### src/rtl/pili_seq.sv
// pili_seq: lamp chaser sequencer.
//   A prescaler divides the clock down to a pattern tick. On each tick the
//   position/direction state advances according to the last applied mode.
//   Lamps are decoded from that state one cycle later.
//
// Ports:
//   Clk   in   system clock, rising edge
//   Clr   in   asynchronous active-high reset
//   En    in   run enable; low freezes prescaler and pattern
//   Mode  in   00 bounce, 01 rotate-left, 10 rotate-right, 11 fill/drain bar
//   Div   in   step period minus one, in clock cycles
//   Lamp  out  registered lamp drive, bit 0 = leftmost lamp
//   Pos   out  position index (modes 00-10) or bar length (mode 11)
//   Dir   out  1 = up / bar growing, 0 = down
//   Step  out  one-cycle pulse following each tick-driven state update
//
// Mode table (LastMode selects the pattern; a mode change costs one tick):
//   mode | meaning
//   00   | bounce: 0..N-1..0, end lamps not repeated, period 2N-2 ticks
//   01   | rotate-left: Pos+1, N-1 wraps to 0, Dir held 1
//   10   | rotate-right: Pos-1, 0 wraps to N-1, Dir held 0
//   11   | fill/drain: bar length 0..N..0, period 2N ticks

module pili_seq #(
  parameter int N  = 6,
  parameter int PW = 4,
  parameter int DW = 4
) (
  input  logic          Clk,
  input  logic          Clr,
  input  logic          En,
  input  logic [1:0]    Mode,
  input  logic [DW-1:0] Div,
  output logic [N-1:0]  Lamp,
  output logic [PW-1:0] Pos,
  output logic          Dir,
  output logic          Step
);

  localparam logic [1:0] MODE_BOUNCE = 2'b00;
  localparam logic [1:0] MODE_ROTL   = 2'b01;
  localparam logic [1:0] MODE_ROTR   = 2'b10;
  localparam logic [1:0] MODE_FILL   = 2'b11;

  localparam logic [PW-1:0] POS_ZERO = '0;
  localparam logic [PW-1:0] POS_ONE  = PW'(1);
  localparam logic [PW-1:0] POS_LAST = PW'(N - 1);
  localparam logic [PW-1:0] POS_TOP  = PW'(N);

  logic [DW-1:0] cnt;
  logic          tick;
  logic [1:0]    last_mode;
  logic [PW-1:0] pos_next;
  logic          dir_next;
  logic [N-1:0]  lamp_next;

  // Exact compare only: if Div is lowered below the running count, the
  // counter runs on through its full range and wraps without ticking.
  assign tick = En && (cnt == Div);

  always_ff @(posedge Clk or posedge Clr) begin
    if (Clr) begin
      cnt <= '0;
    end else if (En) begin
      if (tick) cnt <= '0;
      else      cnt <= cnt + DW'(1);
    end
  end

  // Next position/direction for an advance in the current pattern.
  // The >= / > guards keep Pos inside its legal range even from a stale
  // value left over by a different mode.
  always_comb begin
    pos_next = Pos;
    dir_next = Dir;
    case (last_mode)
      MODE_BOUNCE: begin
        if (Dir) begin
          if (Pos >= POS_LAST) begin
            pos_next = POS_LAST - POS_ONE;
            dir_next = 1'b0;
          end else begin
            pos_next = Pos + POS_ONE;
          end
        end else begin
          if (Pos == POS_ZERO) begin
            pos_next = POS_ONE;
            dir_next = 1'b1;
          end else begin
            pos_next = Pos - POS_ONE;
          end
        end
      end
      MODE_ROTL: begin
        pos_next = (Pos >= POS_LAST) ? POS_ZERO : Pos + POS_ONE;
        dir_next = 1'b1;
      end
      MODE_ROTR: begin
        pos_next = (Pos == POS_ZERO || Pos > POS_LAST) ? POS_LAST : Pos - POS_ONE;
        dir_next = 1'b0;
      end
      default: begin
        if (Dir) begin
          if (Pos >= POS_TOP) begin
            pos_next = POS_TOP - POS_ONE;
            dir_next = 1'b0;
          end else begin
            pos_next = Pos + POS_ONE;
          end
        end else begin
          if (Pos == POS_ZERO) begin
            pos_next = POS_ONE;
            dir_next = 1'b1;
          end else begin
            pos_next = Pos - POS_ONE;
          end
        end
      end
    endcase
  end

  always_ff @(posedge Clk or posedge Clr) begin
    if (Clr) begin
      Pos       <= '0;
      Dir       <= 1'b1;
      last_mode <= MODE_BOUNCE;
      Step      <= 1'b0;
    end else begin
      Step <= tick;
      if (tick) begin
        if (Mode != last_mode) begin
          // Mode change: reload only, the new pattern advances from the next tick.
          last_mode <= Mode;
          Pos       <= '0;
          Dir       <= 1'b1;
        end else begin
          Pos <= pos_next;
          Dir <= dir_next;
        end
      end
    end
  end

  // Decode uses last_mode so the lamps always match the pattern that
  // produced Pos, not a Mode input that has not yet been applied.
  always_comb begin
    lamp_next = '0;
    for (int i = 0; i < N; i++) begin
      if (last_mode == MODE_FILL) lamp_next[i] = (PW'(i) < Pos);
      else                        lamp_next[i] = (PW'(i) == Pos);
    end
  end

  always_ff @(posedge Clk or posedge Clr) begin
    if (Clr) Lamp <= '0;
    else     Lamp <= lamp_next;
  end

endmodule

### config.mk
export PLATFORM = sky130hd
export DESIGN_NAME = pili_seq
export DESIGN_NICKNAME = d
export VERILOG_FILES = /design/src/rtl/pili_seq.sv
export SDC_FILE = /design/constraint.sdc
export NUM_CORES = 1
export LEC_CHECK = 0
export ABC_CLOCK_PERIOD_IN_PS = 2190
export CORE_MARGIN = 8
export CORE_UTILIZATION = 45
export DETAILED_ROUTE_END_ITERATION = 8
export PLACE_DENSITY = 0.73
export SETUP_SLACK_MARGIN = 0.1
export SLEW_MARGIN = 20
export SYNTH_ARGS = -nofsm -noshare
export SYNTH_HDL_FRONTEND = slang
export SYNTH_SLANG_ARGS = --single-unit
### constraint.sdc
create_clock -name Clk -period 2.19 [get_ports Clk]
set_input_delay 0.438 -clock Clk [delete_from_list [all_inputs] [get_ports Clk]]
set_output_delay 0.438 -clock Clk [all_outputs]
set_load 0.05 [all_outputs]
==> run_summary.xml, run 1 <==
<?xml version="1.0" encoding="UTF-8"?>
<metrics>
  <group name="synth">
    <metric name="synth.top_cells.by_area" unit="">dfrtp_1 37%, xor2_1 6.0%, ha_1 5.4%</metric>
    <metric name="synth_fa_ha_area_frac" unit="">0.05382</metric>
    <metric name="post-synth-top-area-fraction" unit="">0.3660</metric>
    <metric name="synthCells" unit="">131</metric>
    <metric name="dominant_cell_type_by_area_after_synthesis" unit="">dfrtp_1</metric>
    <metric name="post_synthesis_sequential_area_ratio" unit="">0.3886</metric>
    <metric name="number_of_library_cell_types_mapped_by_synthesis" unit="">40</metric>
    <metric name="synth_mux_area_frac" unit="">0.02906</metric>
    <metric name="synth.avg_cell_area" unit="um^2">8.873</metric>
    <metric name="ys.warnings.count" unit="">0</metric>
    <metric name="async_reset_ff_frac" unit="">1.000</metric>
    <metric name="synth-simple-area-share" unit="">0.1895</metric>
    <metric name="synth_compound_gate_area_share" unit="">0.1948</metric>
    <metric name="postSynthNetCount" unit="">145</metric>
    <metric name="cell_area_after_synthesis" unit="mm^2">0.001162</metric>
    <metric name="synth_xor_xnor_area_share" unit="">0.07535</metric>
    <metric name="synth_flop_cell" unit="">dfrtp_1</metric>
    <metric name="synth_edf_count" unit="">0</metric>
    <metric name="synth.ff_latch_count" unit="">18</metric>
    <metric name="synth_top_family_by_area" unit="">compound AO/OA/AOI/OAI gates</metric>
  </group>
  <group name="timing">
    <metric name="final_report_max_slew_violation_count" unit="">0</metric>
    <metric name="achievable-frequency" unit="GHz">0.5350</metric>
    <metric name="setup_viol" unit="">0</metric>
    <metric name="rsz_0062_raised_after_global_routing" unit="">false</metric>
    <metric name="tns" unit="ns">0</metric>
    <metric name="worst_slew_pin_slew" unit="ns">0.6729</metric>
    <metric name="finalCriticalPeriod" unit="ns">1.869</metric>
    <metric name="skew" unit="ns">0.001394</metric>
    <metric name="finalHoldViolations" unit="">0</metric>
    <metric name="slew_headroom" unit="">0.5509</metric>
    <metric name="timing.final.ws_setup" unit="ns">0.3209</metric>
    <metric name="period_share" unit="">0.8534</metric>
  </group>
  <group name="cts">
    <metric name="postCtsSetupBuffers" unit="">0</metric>
    <metric name="ctsRootBufferMaster" unit="">clkbuf_4</metric>
    <metric name="cts.reportedPaths.clkPinSlew" unit="ns">0.10</metric>
    <metric name="cts_inserted_buffers" unit="">3</metric>
    <metric name="tritoncts_num_sinks" unit="">18</metric>
    <metric name="clock_latency_late_sink" unit="ns">0.29</metric>
    <metric name="htree_num_levels" unit="">1</metric>
    <metric name="cts.path.max_buffers" unit="">2</metric>
    <metric name="holdBufCountCts" unit="">0</metric>
    <metric name="clock_tree_from_tritoncts" unit="">yes</metric>
  </group>
  <group name="setup_path">
    <metric name="timing.critical_path.fanout_max" unit="">1</metric>
    <metric name="critical_path.slowest_cell" unit="">clkdlybuf4s50_1</metric>
    <metric name="max_stage_delay" unit="ns">0.80</metric>
    <metric name="startpoint_type" unit="">flip-flop</metric>
    <metric name="criticalPathCategory" unit="">reg -&gt; out</metric>
    <metric name="critical_path_arrival" unit="ns">1.43</metric>
    <metric name="timing.critical_path.buf_inv" unit="">1</metric>
    <metric name="worst_r2r_path_depth" unit="">7</metric>
    <metric name="setup.worst_path.end_class" unit="">output port</metric>
    <metric name="cpLargestDelayFamily" unit="">buffers and inverters</metric>
    <metric name="worst-path-stages" unit="">1</metric>
    <metric name="path_cells" unit="">clkdlybuf4s50_1</metric>
    <metric name="required" unit="ns">1.75</metric>
  </group>
  <group name="routing">
    <metric name="detailedRoute.firstPassIterationCount" unit="">4</metric>
    <metric name="ant_nets" unit="">0</metric>
    <metric name="drc" unit="">0</metric>
    <metric name="detailroute.via_count" unit="">1023</metric>
    <metric name="route.detailed.wl_per_inst" unit="um">13.83</metric>
    <metric name="postRouteWirelength" unit="mm">2.475</metric>
    <metric name="avgViaCountPerCell" unit="">5.715</metric>
    <metric name="drt-initial-drc-count" unit="">34</metric>
  </group>
  <group name="place">
    <metric name="portBuffers" unit="">20</metric>
    <metric name="place.detailed.instances" unit="">175</metric>
    <metric name="place.detailed.hpwl" unit="mm">1.840</metric>
    <metric name="pre_cts_slack" unit="ns">0.1231</metric>
    <metric name="dpl-instance-area" unit="mm^2">0.001385</metric>
    <metric name="gp_congestion" unit="">0.8055</metric>
  </group>
  <group name="floorplan">
    <metric name="row_count" unit="">18</metric>
    <metric name="floorplan.core_area" unit="mm^2">0.002455</metric>
    <metric name="io-pin-count" unit="">21</metric>
    <metric name="die_height" unit="um">66.83</metric>
    <metric name="die_area" unit="mm^2">0.004466</metric>
    <metric name="initial_core_util" unit="">0.4735</metric>
    <metric name="die-width" unit="um">66.83</metric>
  </group>
  <group name="finish">
    <metric name="antenna_cells_inserted" unit="">0</metric>
    <metric name="filler_cell_count" unit="">229</metric>
    <metric name="drive_gt1_frac" unit="">0.1477</metric>
    <metric name="fin_nets" unit="">164</metric>
    <metric name="most-common-layout-cells" unit="">15 x dfrtp_1, 15 x clkdlybuf4s50_1, 14 x nor2_1, 14 x nand2_1, 9 x a21oi_1</metric>
    <metric name="area_growth_syn_to_layout" unit="%">22.61</metric>
    <metric name="layoutNonFillerInstCount" unit="">179</metric>
    <metric name="finalInstanceArea" unit="mm^2">0.001425</metric>
  </group>
  <group name="grt">
    <metric name="grt_pass1_vias" unit="">969</metric>
    <metric name="grt_antenna_before_repair" unit="">0</metric>
    <metric name="pin_count_of_the_biggest_net_entering_global_routing" unit="">19</metric>
    <metric name="grt_overflow" unit="">0</metric>
    <metric name="wire_length_of_the_first_global_routing_pass" unit="mm">4.326</metric>
    <metric name="grt_use_total" unit="">0.1206</metric>
  </group>
  <group name="power_and_ir_drop">
    <metric name="power_density" unit="mW/mm^2">1472</metric>
    <metric name="fin_total_pwr" unit="mW">2.098</metric>
    <metric name="vdd_ir_drop_max" unit="mV">0.9764</metric>
    <metric name="leakagePower" unit="nW">0.6523</metric>
  </group>
  <group name="flow_run">
    <metric name="max_cap_viol_count" unit="">0</metric>
  </group>
  <group name="worst_hold_path">
    <metric name="hold_class" unit="">in -&gt; async</metric>
  </group>
  <group name="status">
    <metric name="status" unit="">complete, no violations</metric>
  </group>
</metrics>
## registers in the layout, indices dropped and copies added (netlist names)
name and count:
Step 1, Pos 4, last_mode 2, cnt 4, Dir 1, Lamp 6
## where the power goes
| part | internal [mW] | switching, mW |
|---|---|---|
| Combinational | 0.503 | 0.738 |
| Sequential | 0.466 | 0.188 |
| Clock | 0.101 | 0.103 |
## metrics by stage
step | util | hold slack, ns
after global placement | 0.5642 | 0.5402
final | 0.5805 | 0.5397
after detailed placement | 0.5642 | 0.5784
after floorplan | - | 0.3757
after CTS | 0.5785 | 0.5582
after global routing | 0.5805 | 0.6294
## cell usage after synthesis, types with 3 or more instances
| master | n |
|---|---|
| o22ai_1 | 3 |
| nor3_1 | 4 |
| buf_4 | 4 |
| a21oi_1 | 9 |
| dfrtp_1 | 17 |
| inv_1 | 5 |
| ha_1 | 5 |
| xor2_1 | 8 |
| buf_2 | 4 |
| nor2_1 | 14 |
| nand2_1 | 14 |
| nand3_1 | 3 |
| o21ai_0 | 6 |
## worst reg2reg max path: cells and delay by family (launching register included)
family                   cells  cell delay (ns)
AO/OA/AOI/OAI                2             0.32
buffers and inverters        1             0.16
AND/OR/NAND/NOR              3             0.63
adder cells (fa/ha/maj)      1             0.19
flip-flops                   1             0.50
## area by class of cell
type | instances | area (um^2) | share of cell area
Clock buffer | 4 | 36.28 | 0.02546
Timing Repair Buffer | 24 | 224.0 | 0.1572
Inverter | 6 | 22.52 | 0.01580
Multi-Input combinational cell | 97 | 650.6 | 0.4565
Sequential cell | 18 | 454.2 | 0.3187
Tap cell | 30 | 37.54 | 0.02634
## routing by layer
layer	GRT usage	vias up	wire length, um
met1	0.1500	493	1091
li1	-	492	-
met3	0.04027	2	174
met2	0.1983	36	1193
met5	0	-	0
met4	0.02133	0	16
## final timing paths
check,endpoint,slack [ns],startpoint
setup / recovery,Lamp[0],0.32,Lamp[0]
hold / removal,Pos[3],0.54,Clr
setup reg to reg,Dir,0.34,Pos[1]
hold reg to reg,cnt[3],0.59,cnt[3]
max in group asynchronous,Pos[1],1.19,Clr
min in group Clk,cnt[3],0.59,cnt[3]
## timing repair
action | CTS | global route
gates cloned | 0 | 0
endpoints found under the setup margin | 1 | 2
hold endpoints to repair | 0 | 0
resized for setup | 1 | 2
## cells by family (layout without fill, tap and decap cells)
logic type                 Yosys count  in the layout
muxes                                3              3
adders and majority gates            5              5
buffers and inverters               16             34
xor gates and xnor gates            10             10
AOI/OAI and AO/OA                   33             33
DFF                                 18             18
and+or+nand+nor                     46             46
(Power assumes the default switching activity.)
==> run 2: changes to the inputs <==
- ABC_CLOCK_PERIOD_IN_PS: 2190 -> unset
==> results of run 2 <==
Same layout as run 1: the final DEF is identical, and so are final timing and power.
==> run 3: changes to the inputs <==
- DONT_BUFFER_PORTS: unset -> 1
- PLACE_DENSITY: 0.73 -> unset
==> run 3 against run 2 <==
Compared with the run above: fmax down 3.2%; die area unchanged; critical path type is now reg -> reg; non-clock buffer count shrank 18; register-to-register slack worse by 0.08 ns.
==> run_summary.xml, run 3 (synthesized netlist as in run 1, its figures left out) <==
<?xml version="1.0" encoding="UTF-8"?>
<metrics>
  <group name="place">
    <metric name="gp_congestion" unit="">0.8635</metric>
    <metric name="place.detailed.hpwl" unit="mm">1.831</metric>
    <metric name="portBuffers" unit="">0</metric>
  </group>
  <group name="timing">
    <metric name="setup_viol" unit="">0</metric>
    <metric name="tns" unit="ns">0</metric>
    <metric name="finalCriticalPeriod" unit="ns">1.930</metric>
    <metric name="hold-worst-slack" unit="ns">0.1123</metric>
    <metric name="slew_headroom" unit="">0.5338</metric>
    <metric name="period_share" unit="">0.8814</metric>
    <metric name="worst_slew_pin_slew" unit="ns">0.6985</metric>
    <metric name="finalHoldViolations" unit="">0</metric>
    <metric name="achievable-frequency" unit="GHz">0.5180</metric>
    <metric name="final_report_max_slew_violation_count" unit="">0</metric>
    <metric name="skew" unit="ns">0.005357</metric>
    <metric name="rsz_0062_raised_after_global_routing" unit="">false</metric>
  </group>
  <group name="finish">
    <metric name="biggest_register" unit="">Lamp</metric>
    <metric name="final_common_cell" unit="">dfrtp_1</metric>
    <metric name="post-route-util" unit="">0.5066</metric>
    <metric name="most-common-layout-cells" unit="">15 x dfrtp_1, 14 x nor2_1, 14 x nand2_1, 9 x a21oi_1, 8 x xor2_1</metric>
    <metric name="filler_cell_count" unit="">234</metric>
    <metric name="drive_gt1_frac" unit="">0.1527</metric>
    <metric name="antenna_cells_inserted" unit="">0</metric>
    <metric name="multi_input_comb_area" unit="um^2">648.1</metric>
    <metric name="biggestRegsByFlops" unit="">Lamp: 6 flops, Pos: 4 flops, cnt: 4 flops</metric>
    <metric name="fin_nets" unit="">146</metric>
    <metric name="largest_register_ffs" unit="">6</metric>
    <metric name="area_growth_syn_to_layout" unit="%">6.997</metric>
    <metric name="ff_latch_area" unit="um^2">454.2</metric>
  </group>
  <group name="setup_path">
    <metric name="startpoint_type" unit="">flip-flop</metric>
    <metric name="regToRegStartpoint" unit="">Pos[1]</metric>
    <metric name="worst_r2r_path_depth" unit="">6</metric>
    <metric name="setup.worst_path.end_class" unit="">flip-flop</metric>
    <metric name="critical_path_arrival" unit="ns">2.14</metric>
    <metric name="required" unit="ns">2.40</metric>
    <metric name="timing.critical_path.fanout_max" unit="">12</metric>
    <metric name="criticalPathCategory" unit="">reg -&gt; reg</metric>
    <metric name="setup.reg_to_reg.worst_slack" unit="ns">0.26</metric>
    <metric name="crit-reg2reg-capture" unit="">Pos[0]</metric>
    <metric name="critical_path.slowest_cell" unit="">dfrtp_2</metric>
    <metric name="path_cells" unit="">inv_1 -&gt; ha_4 -&gt; or3b_1 -&gt; a21oi_2 -&gt; a2111oi_2 -&gt; o32ai_2</metric>
    <metric name="max_stage_delay" unit="ns">0.50</metric>
  </group>
  <group name="grt">
    <metric name="grt_overflow" unit="">0</metric>
    <metric name="grt_pass1_vias" unit="">912</metric>
    <metric name="wire_length_of_the_first_global_routing_pass" unit="mm">4.215</metric>
    <metric name="pin_count_of_the_biggest_net_entering_global_routing" unit="">19</metric>
    <metric name="grt_antenna_before_repair" unit="">0</metric>
    <metric name="grt_use_total" unit="">0.1202</metric>
  </group>
  <group name="floorplan">
    <metric name="row_count" unit="">18</metric>
    <metric name="io-pin-count" unit="">21</metric>
    <metric name="die-width" unit="um">66.83</metric>
    <metric name="initial_core_util" unit="">0.4735</metric>
    <metric name="floorplan.core_area" unit="mm^2">0.002455</metric>
    <metric name="die_height" unit="um">66.83</metric>
    <metric name="die_area" unit="mm^2">0.004466</metric>
  </group>
  <group name="power_and_ir_drop">
    <metric name="vdd_ir_drop_max" unit="mV">0.7969</metric>
    <metric name="power_density" unit="mW/mm^2">1596</metric>
    <metric name="leakagePower" unit="nW">0.5641</metric>
    <metric name="fin_total_pwr" unit="mW">1.985</metric>
  </group>
  <group name="cts">
    <metric name="postCtsSetupBuffers" unit="">0</metric>
    <metric name="clock_tree_from_tritoncts" unit="">yes</metric>
    <metric name="cts.reportedPaths.clkPinSlew" unit="ns">0.11</metric>
    <metric name="post_cts_resize_count" unit="">0</metric>
    <metric name="cts.path.max_buffers" unit="">2</metric>
    <metric name="holdBufCountCts" unit="">0</metric>
    <metric name="ctsRootBufferMaster" unit="">clkbuf_4</metric>
    <metric name="cts_inserted_buffers" unit="">3</metric>
    <metric name="tritoncts_num_sinks" unit="">18</metric>
    <metric name="htree_num_levels" unit="">1</metric>
    <metric name="clock_latency_late_sink" unit="ns">0.31</metric>
  </group>
  <group name="routing">
    <metric name="detailroute.via_count" unit="">951</metric>
    <metric name="route.detailed.wl_per_inst" unit="um">15.80</metric>
    <metric name="detailedRoute.firstPassIterationCount" unit="">4</metric>
    <metric name="ant_nets" unit="">0</metric>
    <metric name="drt-initial-drc-count" unit="">103</metric>
    <metric name="avgViaCountPerCell" unit="">5.907</metric>
    <metric name="postRouteWirelength" unit="mm">2.543</metric>
    <metric name="drc" unit="">0</metric>
  </group>
  <group name="flow_run">
    <metric name="max_cap_viol_count" unit="">0</metric>
  </group>
  <group name="status">
    <metric name="status" unit="">complete, no violations</metric>
  </group>
  <group name="worst_hold_path">
    <metric name="hold_class" unit="">in -&gt; async</metric>
  </group>
</metrics>
-- run 3: routing by layer --
layer | global-route usage | up-vias | part of all wire
li1 | - | 461 | -
met1 | 0.1350 | 449 | 0.42
met2 | 0.2139 | 37 | 0.50
met3 | 0.04027 | 4 | 0.076
met4 | 0.02400 | 0 | 0.0059
met5 | 0 | - | 0
-- run 3: cell type report --
cell class                      count  area share
Multi-Input combinational cell     97      0.5211
Tap cell                           30     0.03018
Clock buffer                        4     0.02918
Sequential cell                    18      0.3652
Inverter                            6     0.01811
Timing Repair Buffer                6     0.03622
-- run 3: stage by stage --
step                instance area, um^2  worst slack, ns  cells
finish                             1244           0.2596    161
global route                       1244           0.1464    161
CTS                                1244           0.2608    161
detailed placement                 1207           0.2806    157
global placement                   1207           0.3197    157
floorplan                          1186           0.1201    131
-- run 3: report_power, final --
part           switching [mW]  total, mW  internal, mW
combinational           0.580      0.970         0.390
sequential              0.336      0.800         0.464
clock                   0.114      0.216         0.102
-- run 3: worst max-delay path: cells and delay by family, from the launching register on --
kind	cells	cell delay, ns
fa+ha+maj	1	0.19
simple gates	1	0.50
flops	1	0.50
buf+inv	1	0.15
compound gates	3	0.50
-- run 3: worst max path at each step --
stage               startpoint      to  slack, ns  depth (start not counted)
detailed placement      Pos[1]  Pos[0]       0.28                          6
global route            Pos[1]     Dir       0.15                          7
CTS                     Pos[1]  Pos[0]       0.26                          6
finish                  Pos[1]  Pos[0]       0.26                          6
global placement        Pos[0]  Pos[2]       0.32                          7
floorplan               Pos[0]  Pos[0]       0.12                          8
